<file path="config.mk">
export PLATFORM = sky130hd
export DESIGN_NAME = pe_seq
export DESIGN_NICKNAME = d
export VERILOG_FILES = /design/src/rtl/pe_pkg.sv /design/src/rtl/pe_res_fifo.sv /design/src/rtl/pe_seq.sv
export SDC_FILE = /design/constraint.sdc
export NUM_CORES = 1
export LEC_CHECK = 0
export CORE_ASPECT_RATIO = 1.5
export CORE_MARGIN = 3
export CORE_UTILIZATION = 25
export CTS_BUF_LIST = sky130_fd_sc_hd__clkbuf_16
export CTS_CLUSTER_DIAMETER = 200
export DETAILED_ROUTE_END_ITERATION = 7
export PLACE_DENSITY = 0.55
export REMOVE_ABC_BUFFERS = 1
export SLEW_MARGIN = 30
export SYNTH_ARGS = -nofsm -noshare
export SYNTH_HDL_FRONTEND = slang
export SYNTH_HIERARCHICAL = 1
export SYNTH_SLANG_ARGS = --single-unit
</file>
<file path="constraint.sdc">
create_clock -name clk -period 3.12 [get_ports clk]
set_input_delay 0.624 -clock clk [delete_from_list [all_inputs] [get_ports clk]]
set_output_delay 0.624 -clock clk [all_outputs]
set_load 0.02 [all_outputs]
</file>
<file path="src/rtl/pe_pkg.sv">
// Shared definitions for the pe_seq operand sequencer / result collector.
//   DW        : default operand width (Q7.9)
//   PE_LAT    : pe_unit round-request to rounded-output latency, cycles
//   NUM_SLOTS : accumulator slots in one pe_unit
//   RES_DEPTH : result FIFO depth
package pe_pkg;
  localparam int DW        = 16;
  localparam int PE_LAT    = 3;
  localparam int NUM_SLOTS = 8;
  localparam int RES_DEPTH = 4;

  typedef enum logic [2:0] {
    ST_IDLE,
    ST_CLEAR,
    ST_RUN,
    ST_DRAIN,
    ST_DONE
  } pe_seq_state_t;
endpackage

</file>
<file path="src/rtl/pe_res_fifo.sv">
// Synchronous FIFO holding {slot, data} result entries.
//   push/push_data : write side; accepted when not full, or when full and
//                    popping in the same cycle (count then stays put)
//   pop            : read side; ignored when empty
//   head/empty     : current head entry and empty flag
//   count          : number of stored entries
module pe_res_fifo #(
  parameter int DEPTH = 4,
  parameter int W     = 19,
  localparam int CW   = $clog2(DEPTH + 1)
) (
  input  logic          clk,
  input  logic          rst_n,
  input  logic          push,
  input  logic [W-1:0]  push_data,
  input  logic          pop,
  output logic [W-1:0]  head,
  output logic          empty,
  output logic [CW-1:0] count
);
  localparam int PW = (DEPTH > 1) ? $clog2(DEPTH) : 1;

  logic [DEPTH-1:0][W-1:0] mem_q, mem_d;
  logic [PW-1:0]           wr_q, wr_d, rd_q, rd_d;
  logic [CW-1:0]           cnt_q, cnt_d;
  logic                    do_push, do_pop;

  function automatic logic [PW-1:0] ptr_inc(input logic [PW-1:0] p);
    return (p == PW'(DEPTH - 1)) ? '0 : p + 1'b1;
  endfunction

  always_comb begin
    do_pop  = pop && (cnt_q != '0);
    do_push = push && ((cnt_q != CW'(DEPTH)) || do_pop);
    mem_d   = mem_q;
    wr_d    = wr_q;
    rd_d    = rd_q;
    cnt_d   = cnt_q;
    if (do_push) begin
      mem_d[wr_q] = push_data;
      wr_d        = ptr_inc(wr_q);
    end
    if (do_pop) rd_d = ptr_inc(rd_q);
    if (do_push && !do_pop)      cnt_d = cnt_q + 1'b1;
    else if (do_pop && !do_push) cnt_d = cnt_q - 1'b1;
  end

  always_ff @(posedge clk or negedge rst_n) begin
    if (!rst_n) begin
      mem_q <= '0;
      wr_q  <= '0;
      rd_q  <= '0;
      cnt_q <= '0;
    end else begin
      mem_q <= mem_d;
      wr_q  <= wr_d;
      rd_q  <= rd_d;
      cnt_q <= cnt_d;
    end
  end

  assign head  = mem_q[rd_q];
  assign empty = (cnt_q == '0);
  assign count = cnt_q;
endmodule

</file>
<file path="src/rtl/pe_seq.sv">
// Operand sequencer and result collector in front of one pe_unit.
//   start/cfg_len/cfg_slots : job request (sampled in IDLE)
//   busy/done/err           : job status; done (+err on bad config) pulse
//   op_*                    : operand stream, one beat per op_valid&op_ready
//   res_*                   : rounded results, ascending slot order
//   pe_*                    : pe_unit drive (clear, operands, slot, round)
//                             and its rounded output
// Optional macro PE_SEQ_PERF_EN adds perf_stall[15:0]: RUN cycles without
// a beat, saturating, cleared on entry to CLEAR.
module pe_seq
  import pe_pkg::*;
#(
  parameter int para_int_bits  = 7,
  parameter int para_frac_bits = 9,
  parameter int LEN_W          = 8,
  localparam int DATA_W        = para_int_bits + para_frac_bits
) (
  input  logic              clk,
  input  logic              rst_n,
  input  logic              start,
  input  logic [LEN_W-1:0]  cfg_len,
  input  logic [3:0]        cfg_slots,
  output logic              busy,
  output logic              done,
  output logic              err,
  input  logic              op_valid,
  output logic              op_ready,
  input  logic [DATA_W-1:0] op_a,
  input  logic [DATA_W-1:0] op_b,
  output logic              res_valid,
  input  logic              res_ready,
  output logic [DATA_W-1:0] res_data,
  output logic [2:0]        res_slot,
  output logic              pe_rst_n,
  output logic [DATA_W-1:0] pe_data_in_1,
  output logic [DATA_W-1:0] pe_data_in_2,
  output logic [3:0]        pe_add_number,
  output logic              pe_rounder_en,
  input  logic [DATA_W-1:0] pe_data_out
`ifdef PE_SEQ_PERF_EN
  ,
  output logic [15:0]       perf_stall
`endif
);
  localparam int FW = 3 + DATA_W;
  localparam int CW = $clog2(RES_DEPTH + 1);

  pe_seq_state_t           state_q, state_d;
  logic [LEN_W-1:0]        len_q, len_d, term_q, term_d;
  logic [3:0]              slots_q, slots_d;
  logic [2:0]              slot_q, slot_d, add_q, add_d;
  logic [PE_LAT:1]         vld_pipe_q, vld_pipe_d;
  logic [PE_LAT:1][2:0]    slot_pipe_q, slot_pipe_d;
  logic                    beat, last_term, last_slot, cfg_bad, clr;
  logic [CW-1:0]           fifo_count;
  logic                    fifo_empty;
  logic [FW-1:0]           fifo_head;
  logic [3:0]              occ;

  assign cfg_bad   = (len_q == '0) || (slots_q == 4'd0) || (slots_q > 4'(NUM_SLOTS));
  assign last_term = (term_q == len_q - LEN_W'(1));
  assign last_slot = ({1'b0, slot_q} == slots_q - 4'd1);

  // Results already queued plus rounds still travelling through the PE.
  // Holding this below the FIFO depth guarantees every capture finds room.
  assign occ      = 4'(fifo_count) + 4'($countones(vld_pipe_q));
  assign op_ready = (state_q == ST_RUN) && (occ < 4'(RES_DEPTH));
  assign beat     = op_valid && op_ready;

  // Off-beat cycles feed a zero product so the selected slot is unchanged.
  assign pe_data_in_1  = beat ? op_a : '0;
  assign pe_data_in_2  = beat ? op_b : '0;
  assign pe_add_number = {1'b0, beat ? slot_q : add_q};
  assign pe_rounder_en = beat && last_term;

  assign clr      = (state_q == ST_CLEAR) && !cfg_bad;
  assign pe_rst_n = rst_n & ~clr;
  assign busy     = (state_q != ST_IDLE);
  assign done     = (state_q == ST_DONE);
  assign err      = (state_q == ST_DONE) && cfg_bad;

  always_comb begin
    state_d = state_q;
    len_d   = len_q;
    slots_d = slots_q;
    slot_d  = slot_q;
    term_d  = term_q;
    add_d   = add_q;
    case (state_q)
      ST_IDLE: if (start) begin
        state_d = ST_CLEAR;
        len_d   = cfg_len;
        slots_d = cfg_slots;
        slot_d  = '0;
        term_d  = '0;
      end
      ST_CLEAR: state_d = cfg_bad ? ST_DONE : ST_RUN;
      ST_RUN: if (beat) begin
        add_d = slot_q;
        if (last_term) begin
          term_d = '0;
          if (last_slot) state_d = ST_DRAIN;
          else           slot_d  = slot_q + 3'd1;
        end else begin
          term_d = term_q + LEN_W'(1);
        end
      end
      ST_DRAIN: if (vld_pipe_q == '0) state_d = ST_DONE;
      ST_DONE:  state_d = ST_IDLE;
      default:  state_d = ST_IDLE;
    endcase
  end

  // Capture pipe mirrors the PE's round latency: stage PE_LAT lines up
  // with the rounded value on pe_data_out.
  always_comb begin
    vld_pipe_d  = {vld_pipe_q[PE_LAT-1:1], pe_rounder_en};
    slot_pipe_d = {slot_pipe_q[PE_LAT-1:1], pe_add_number[2:0]};
  end

  always_ff @(posedge clk or negedge rst_n) begin
    if (!rst_n) begin
      state_q     <= ST_IDLE;
      len_q       <= '0;
      slots_q     <= '0;
      slot_q      <= '0;
      term_q      <= '0;
      add_q       <= '0;
      vld_pipe_q  <= '0;
      slot_pipe_q <= '0;
    end else begin
      state_q     <= state_d;
      len_q       <= len_d;
      slots_q     <= slots_d;
      slot_q      <= slot_d;
      term_q      <= term_d;
      add_q       <= add_d;
      vld_pipe_q  <= vld_pipe_d;
      slot_pipe_q <= slot_pipe_d;
    end
  end

  pe_res_fifo #(.DEPTH(RES_DEPTH), .W(FW)) u_res_fifo (
    .clk       (clk),
    .rst_n     (rst_n),
    .push      (vld_pipe_q[PE_LAT]),
    .push_data ({slot_pipe_q[PE_LAT], pe_data_out}),
    .pop       (res_valid && res_ready),
    .head      (fifo_head),
    .empty     (fifo_empty),
    .count     (fifo_count)
  );

  assign res_valid = !fifo_empty;
  assign res_data  = fifo_empty ? '0 : fifo_head[DATA_W-1:0];
  assign res_slot  = fifo_empty ? '0 : fifo_head[FW-1:DATA_W];

`ifdef PE_SEQ_PERF_EN
  logic [15:0] stall_q, stall_d;
  always_comb begin
    stall_d = stall_q;
    if (state_q == ST_IDLE && state_d == ST_CLEAR) stall_d = '0;
    else if (state_q == ST_RUN && !beat && stall_q != 16'hFFFF) stall_d = stall_q + 16'd1;
  end
  always_ff @(posedge clk or negedge rst_n) begin
    if (!rst_n) stall_q <= '0;
    else        stall_q <= stall_d;
  end
  assign perf_stall = stall_q;
`else
  // Stall counter not built.
`endif
endmodule
</file>
# ---- After elaboration in Yosys (flattened, before gate mapping)
# Index checks and enable logic that the tools add are counted.
dict set report word_totals {
  output_inout_bits 62
  regBits 124
  input_bits 65
  word_cells 111
}
dict set report op_classes {
  muxes 30
  order_cmp 5
  bitwise 2
  add_sub_neg 11
  reduce_logical 31
  eq_ne 15
}
# cell n
set op_table {}
lappend op_table {{$bwmux W76} 1}
lappend op_table {{$mux W16} 3}
lappend op_table {{$mux W3} 14}
lappend op_table {{$bmux W19 S2} 1}
lappend op_table {{$demux W19 S2} 1}
lappend op_table {{$mux W19} 2}
lappend op_table {{$mux W8} 3}
lappend op_table {{$pmux W8 S2} 1}
lappend op_table {{$ne A2 B2 Y1 const B} 6}
lappend op_table {{$pmux W3 S4} 1}
lappend op_table {{$logic_and A1 B1 Y1} 11}
lappend op_table {{$reduce_and A5 Y1} 2}
lappend op_table {{$logic_not A3 Y1} 3}
lappend op_table {{$add A8 B1 Y8 const B} 1}
lappend op_table {{$eq A8 B8 Y1} 1}
lappend op_table {{$logic_not A8 Y1} 1}
lappend op_table {{$sub A8 B1 Y8 const B} 1}
lappend op_table {{$add A3 B1 Y3 const B} 2}
lappend op_table {{$eq A3 B2 Y1 const B} 2}
lappend op_table {{$lt A2 B3 Y1 const B} 2}
lappend op_table {{$pmux W3 S2} 1}
lappend op_table {{$reduce_bool A3 Y1} 2}
lappend op_table {{$add A2 B1 Y2 const B} 2}
lappend op_table {{$add A3 B3 Y4} 1}
lappend op_table {{other kinds (21)} 29}

# ---- Longest topological paths before layout
dict set report depth {
  word_depth 10
  ltp_mapped 11
  depth_no_buf 10
}

# ---- Hierarchy
# Netlist, hierarchy kept.
# module cells_per_inst area_per_inst_um2 n_inst seq_area_each_um2
set modules_own_cells {}
lappend modules_own_cells {pe_res_fifo 219 3711.1 1 2077.0}
lappend modules_own_cells {pe_seq 280 2600.0 1 1026.0}

# ---- Worst setup path after synthesis
# No wires, ideal clock.
dict set report synth_path {
  path_kind {flip-flop to flip-flop}
  from {register u_res_fifo.cnt_q[1] (netlist: u_res_fifo/count[1])}
  to {register u_res_fifo.cnt_q[1] (netlist: u_res_fifo/count[1])}
  required_time_ns 2.995
  stages_incl_launch_ff 10
  period_less_slack_ns 2.908
  arrival_ns 2.784
  path_slack_ns 0.212
  path_cell_list {dfrtp_1 nor3_1 clkbuf_1 nor2b_1 nor4b_4 and2b_2 ha_1 inv_1 fa_1 mux2_2}
}
dict set report synth_via {
  elab_cells_between_ends 17
  classes_between {add/sub: 2; eq/ne: 1; mux: 2; reduce/logical: 12}
}
# element line
set synth_lines {}
lappend synth_lines {{start: declaration} pe_res_fifo.sv:25} ;# logic [CW-1:0] cnt_q, cnt_d;
lappend synth_lines {{start signal: assignment} pe_res_fifo.sv:58} ;# cnt_q <= cnt_d;
lappend synth_lines {{$logic_not A3 Y1} pe_res_fifo.sv:63} ;# assign empty = (cnt_q == '0);
lappend synth_lines {{net fifo_empty} pe_seq.sv:56} ;# logic fifo_empty;
lappend synth_lines {{$logic_not A1 Y1} pe_seq.sv:154} ;# assign res_valid = !fifo_empty;
lappend synth_lines {{$logic_and A1 B1 Y1} pe_seq.sv:148} ;# .pop (res_valid && res_ready),
lappend synth_lines {{$logic_and A1 B1 Y1} pe_res_fifo.sv:33} ;# do_pop = pop && (cnt_q != '0);
lappend synth_lines {{$logic_or A1 B1 Y1} pe_res_fifo.sv:34} ;# do_push = push && ((cnt_q != CW'(DEPTH)) || do_pop);
lappend synth_lines {{$logic_and A1 B1 Y1} pe_res_fifo.sv:34}
lappend synth_lines {{net u_res_fifo.do_push} pe_res_fifo.sv:26} ;# logic do_push, do_pop;
lappend synth_lines {{$logic_and A1 B1 Y1} pe_res_fifo.sv:44} ;# if (do_push && !do_pop) cnt_d = cnt_q + 1'b1;
lappend synth_lines {{$mux W3} pe_res_fifo.sv:44}
lappend synth_lines {{net u_res_fifo.cnt_d[1]} pe_res_fifo.sv:25}
# The timed path passes the listed nets, and every way through them passes these cells. The select of a mux whose other input is x is not followed.
# A chain may end at the register's enable or synchronous reset.

# ---- Final worst setup path
dict set report layout_path {
  from {register vld_pipe_q[2] (netlist bit)}
  to {output port pe_add_number[2]}
}
dict set report layout_via {
  elab_chain_cells 7
}
# element line
set layout_lines {}
lappend layout_lines {{start: declaration} pe_seq.sv:52} ;# logic [PE_LAT:1] vld_pipe_q, vld_pipe_d;
lappend layout_lines {{start signal: assignment} pe_seq.sv:138} ;# vld_pipe_q <= vld_pipe_d;
lappend layout_lines {{$add A1 B1 Y2 (implied by the code)} pe_seq.sv:66} ;# assign occ = 4'(fifo_count) + 4'($countones(vld_pipe_q));
lappend layout_lines {{$add A2 B1 Y3 (implied by the code)} pe_seq.sv:66}
lappend layout_lines {{$add A3 B3 Y4} pe_seq.sv:66}
lappend layout_lines {{$lt A4 B3 Y1} pe_seq.sv:67} ;# assign op_ready = (state_q == ST_RUN) && (occ < 4'(RES_DEPTH));
lappend layout_lines {{$logic_and A1 B1 Y1} pe_seq.sv:67}
lappend layout_lines {{$logic_and A1 B1 Y1} pe_seq.sv:68} ;# assign beat = op_valid && op_ready;
lappend layout_lines {{$mux W3} --}
lappend layout_lines {{end: declaration} pe_seq.sv:37} ;# output logic [3:0] pe_add_number,
# Every way passes these cells.

==> flow_metrics.env <==
export IMPL_fin_util=0.3585
export IMPL_detail_route_drc_violations=0
export IMPL_finalWorstPathRequiredPeriod_ps=3158
export IMPL_grt_overflow_total=0
export IMPL_required_ps=2500
export IMPL_grt_setup_unrepaired="yes"
export IMPL_setup_reg_to_reg_worst_slack_ps=10
export IMPL_routed_via_count=4555
export IMPL_root_buffer="sky130_fd_sc_hd__clkbuf_16"
export IMPL_setup_worst_path_end_class="primary output"
export IMPL_netlist_area_leader_share=0.4917
export IMPL_vdd_ir_drop_worst_uv=445.5
export IMPL_final_critical_path_setup_slack_ps=-37.94
export IMPL_floorplan_die_height_um=200.6
export IMPL_achievable_frequency_mhz=316.7
export IMPL_clock_transition_time_at_the_flip_flop_clock_pins_of_the_worst_setup_and_hold_paths_ps=70
export IMPL_worst_r2r_endpoint="slot_pipe_d[4]"
export IMPL_synth_cells=499
export IMPL_die_w_um=135.7
export IMPL_wl_um=15490
export IMPL_design_final_nets=746
export IMPL_power_leakage_uw=0.003939
export IMPL_antenna_violations_before_repair=0
export IMPL_slew_headroom=0.5162
export IMPL_i_o_pin_count=127
export IMPL_post_synth_main_area_contributors="sky130_fd_sc_hd__dfrtp_1 49%, sky130_fd_sc_hd__mux2_2 16%, sky130_fd_sc_hd__mux4_2 6.8%"
export IMPL_cell_area_power_density_nw_per_um2=782.8
export IMPL_synthDominantAreaCellType="sky130_fd_sc_hd__dfrtp_1"
export IMPL_cell_internal_pwr_uw=4473
export IMPL_tightestPinTransition_ps=725.8
export IMPL_worstReg2RegStart="vld_pipe_q[2]"
export IMPL_drt_pass1_iterations=4
export IMPL_ys_seq_area_frac=0.4917
export IMPL_antenna_left=0
export IMPL_violations_in_the_final_reports="setup timing"
export IMPL_share_comb_of_total_power=0.405
export IMPL_gpl_wtd_cong=0.7345
export IMPL_fin_worst_skew_ps=9.010
export IMPL_postSynthRegisterBits=124
export IMPL_worstRegToRegCells=19
export IMPL_worstSetupStartpointType="flip-flop"
export IMPL_seq_power_share=0.308
export IMPL_critical_path_peak_fanout=5
export IMPL_syn_to_final_growth_pct=39.79
export IMPL_cts_htree_levels=4
export IMPL_timing_critical_path_from="vld_pipe_q[2]"
export IMPL_run_status="finished with violations"
export IMPL_coreArea_sq_um=24610
export IMPL_hold_violations_final=0
export IMPL_synth_area_sq_um=6311
export IMPL_synth_edff_count=0
export IMPL_detail_route_wl_per_cell_um=15.46
export IMPL_cts_made_buffers=17
export IMPL_async_flop_share=1.000
export IMPL_via_per_inst=4.546
export IMPL_antenna_cells_inserted=0
export IMPL_yosysUniqueCellTypes=55
export IMPL_place_area_sq_um=8051
export IMPL_initial_utilization=0.2564
export IMPL_drv_slew=0
export IMPL_hp_class="input port to async pin"
export IMPL_dr_first_iter_drc_count=148
export IMPL_setup_viol_count_final=2
export IMPL_design_die_area_sq_um=27230
export IMPL_layout_worst_path_cycle_share=1.012
export IMPL_ys_warn_count=6
export IMPL_main_synth_ff_type="sky130_fd_sc_hd__dfrtp_1"
export IMPL_grt_use_total=0.1169
export IMPL_maxCapViolations=0
export IMPL_grt_first_pass_wirelength_um=25550
export IMPL_cts_buffer_depth=2
export IMPL_worst_endpoint_arrival_ps=2530
export IMPL_synthesis_area_per_instance_sq_um=12.65
export IMPL_drive_above_1_share=0.3791
export IMPL_port_buffer_count=125
export IMPL_power_switching_uw=2432
export IMPL_worstSkewPairLatency_ps=420
export IMPL_power_switching_fraction=0.3522
export IMPL_tritoncts="yes"
export IMPL_final_instance_area_sq_um=8822
export IMPL_crit_type="flip-flop to primary output"
export IMPL_place_hpwl_um=10880
export IMPL_clock_sink_count=124
export IMPL_first_global_vias=5066
export IMPL_maximum_number_of_pins_on_one_net_before_global_route_repair=82
export IMPL_rows=70
export IMPL_power_share_clock=0.287
-- placed cells by master, fill, tap and decap left out, types with 7 or more instances in the layout --
cell type and instances:
sky130_fd_sc_hd__buf_4 69, sky130_fd_sc_hd__buf_6 15, sky130_fd_sc_hd__clkbuf_16 17, sky130_fd_sc_hd__clkdlybuf4s50_1 85
sky130_fd_sc_hd__mux4_2 19, sky130_fd_sc_hd__ha_1 13, sky130_fd_sc_hd__nor2b_1 28, sky130_fd_sc_hd__xnor2_1 9
sky130_fd_sc_hd__o31ai_1 7, sky130_fd_sc_hd__nor2_1 19, sky130_fd_sc_hd__mux2_2 91, sky130_fd_sc_hd__and3_1 34
sky130_fd_sc_hd__nand2_1 26, sky130_fd_sc_hd__inv_1 11, sky130_fd_sc_hd__dfrtp_1 124
-- kinds of logic (layout without fill, tap and decap cells) --
group,count (synthesis),in the layout,share of synthesized area
other cells,1,1,0.0005942
mux,111,111,0.2318
fa+ha+maj,16,16,0.03410
buf+inv,37,216,0.03093
flops,124,124,0.4917
compound gates,36,36,0.04263
simple gates,159,159,0.1475
xor+xnor,15,15,0.02082
-- worst max-delay path: stages (launching register included) --
cell                      delay (ps)
sky130_fd_sc_hd__dfrtp_1         410
sky130_fd_sc_hd__fa_2            420
sky130_fd_sc_hd__ha_4            240
sky130_fd_sc_hd__and3_4          150
sky130_fd_sc_hd__nor4_4          120
sky130_fd_sc_hd__buf_4           160
sky130_fd_sc_hd__buf_6            90
sky130_fd_sc_hd__buf_6           100
sky130_fd_sc_hd__nand2_8          60
sky130_fd_sc_hd__buf_6           130
sky130_fd_sc_hd__nand2_4          60
sky130_fd_sc_hd__nand2_4          50
sky130_fd_sc_hd__buf_6           130
-- power groups by stage --
stage / Clock (uW) / Combinational (uW) / Sequential (uW)
3_5_place_dp: 0 / 2670 / 2150
4_1_cts: 2050 / 2830 / 2130
6_report: 1980 / 2800 / 2120
5_1_grt: 2120 / 3050 / 2170
3_3_place_gp: 0 / 2620 / 2130
2_1_floorplan: 0 / 1520 / 2170
-- state kept, by name (all words and copies together), names as in the netlist, 3 cells and up --
signal / cells
len_q: 8
vld_pipe_q: 3
term_q: 8
slot_pipe_d: 6
u_res_fifo/count: 3
slots_q: 4
add_q: 3
slot_q: 3
state_q: 3
slot_pipe_q: 3
u_res_fifo/mem_q: 76
-- synthesized netlist by cell type (2+ instances only) --
master / count
sky130_fd_sc_hd__a22o_1: 6
sky130_fd_sc_hd__fa_1: 2
sky130_fd_sc_hd__and3_1: 36
sky130_fd_sc_hd__ha_1: 14
sky130_fd_sc_hd__nor2b_1: 28
sky130_fd_sc_hd__clkbuf_1: 11
sky130_fd_sc_hd__inv_1: 11
sky130_fd_sc_hd__xor2_1: 6
sky130_fd_sc_hd__nand2b_1: 2
sky130_fd_sc_hd__mux4_2: 19
sky130_fd_sc_hd__xnor2_1: 9
sky130_fd_sc_hd__nor3_1: 3
sky130_fd_sc_hd__o211a_1: 2
sky130_fd_sc_hd__and2_1: 3
sky130_fd_sc_hd__nor2_1: 19
sky130_fd_sc_hd__nand3_1: 4
sky130_fd_sc_hd__or2b_1: 2
sky130_fd_sc_hd__o21ai_0: 5
sky130_fd_sc_hd__o31ai_1: 7
sky130_fd_sc_hd__a31o_2: 2
sky130_fd_sc_hd__buf_2: 7
sky130_fd_sc_hd__or3_1: 2
sky130_fd_sc_hd__buf_4: 4
sky130_fd_sc_hd__nand2_1: 33
sky130_fd_sc_hd__buf_6: 3
sky130_fd_sc_hd__dfrtp_1: 124
sky130_fd_sc_hd__a21oi_1: 6
sky130_fd_sc_hd__nand4b_1: 2
sky130_fd_sc_hd__nor2_2: 5
sky130_fd_sc_hd__nor4b_1: 3
sky130_fd_sc_hd__nand4_1: 5
sky130_fd_sc_hd__mux2_2: 91
-- what timing repair did --
item	in CTS	in global routing
pin swaps	5	6
endpoints found under the setup margin	37	40
gates cloned	1	0
buffers inserted	15	3
resized for setup	206	9
hold buffers	0	0
-- per-layer routing --
| metal | wire length, um | GRT usage |
|---|---|---|
| met5 | 0 | 0 |
| met4 | 297 | 0.03530 |
| met3 | 874 | 0.03536 |
| met2 | 8150 | 0.2057 |
| met1 | 6163 | 0.1355 |
-- worst max path at each step --
stage | depth (start not counted) | endpoint | slack, ps
CTS | 12 | pe_add_number[2] | -210
global route | 12 | pe_add_number[2] | -150
global placement | 7 | pe_data_in_2[8] | -60
floorplan | 8 | u_res_fifo/count[1] | -510
detailed placement | 7 | pe_data_in_2[3] | -120
finish | 12 | pe_add_number[2] | -40
-- area by class of cell --
| cell class | count | area, sq um |
|---|---|---|
| Clock inverter | 15 | 172.7 |
| Clock buffer | 17 | 425.4 |
| Fill cell | 2406 | 15790 |
| Inverter | 11 | 41.29 |
| Multi-Input combinational cell | 338 | 3087 |
| Timing Repair Buffer | 173 | 1588 |
| Tap cell | 324 | 405.4 |
| Sequential cell | 124 | 3103 |
-- per-stage QoR --
| step | std cells | power, uW | setup slack [ps] | hold WS, ps | setup TNS [ps] |
|---|---|---|---|---|---|
| 2_1_floorplan | 473 | 3694 | -512.9 | 328.4 | -1830 |
| 3_3_place_gp | 952 | 4743 | -59.52 | 340.6 | -1705 |
| 3_5_place_dp | 952 | 4819 | -115.7 | 334.7 | -3323 |
| 4_1_cts | 1000 | 7007 | -212.5 | 305.0 | -2802 |
| 5_1_grt | 1002 | 7340 | -152.0 | 344.1 | -1292 |
| 6_report | 1002 | 6906 | -37.94 | 286.2 | -49.54 |
(Power assumes the default switching activity.)
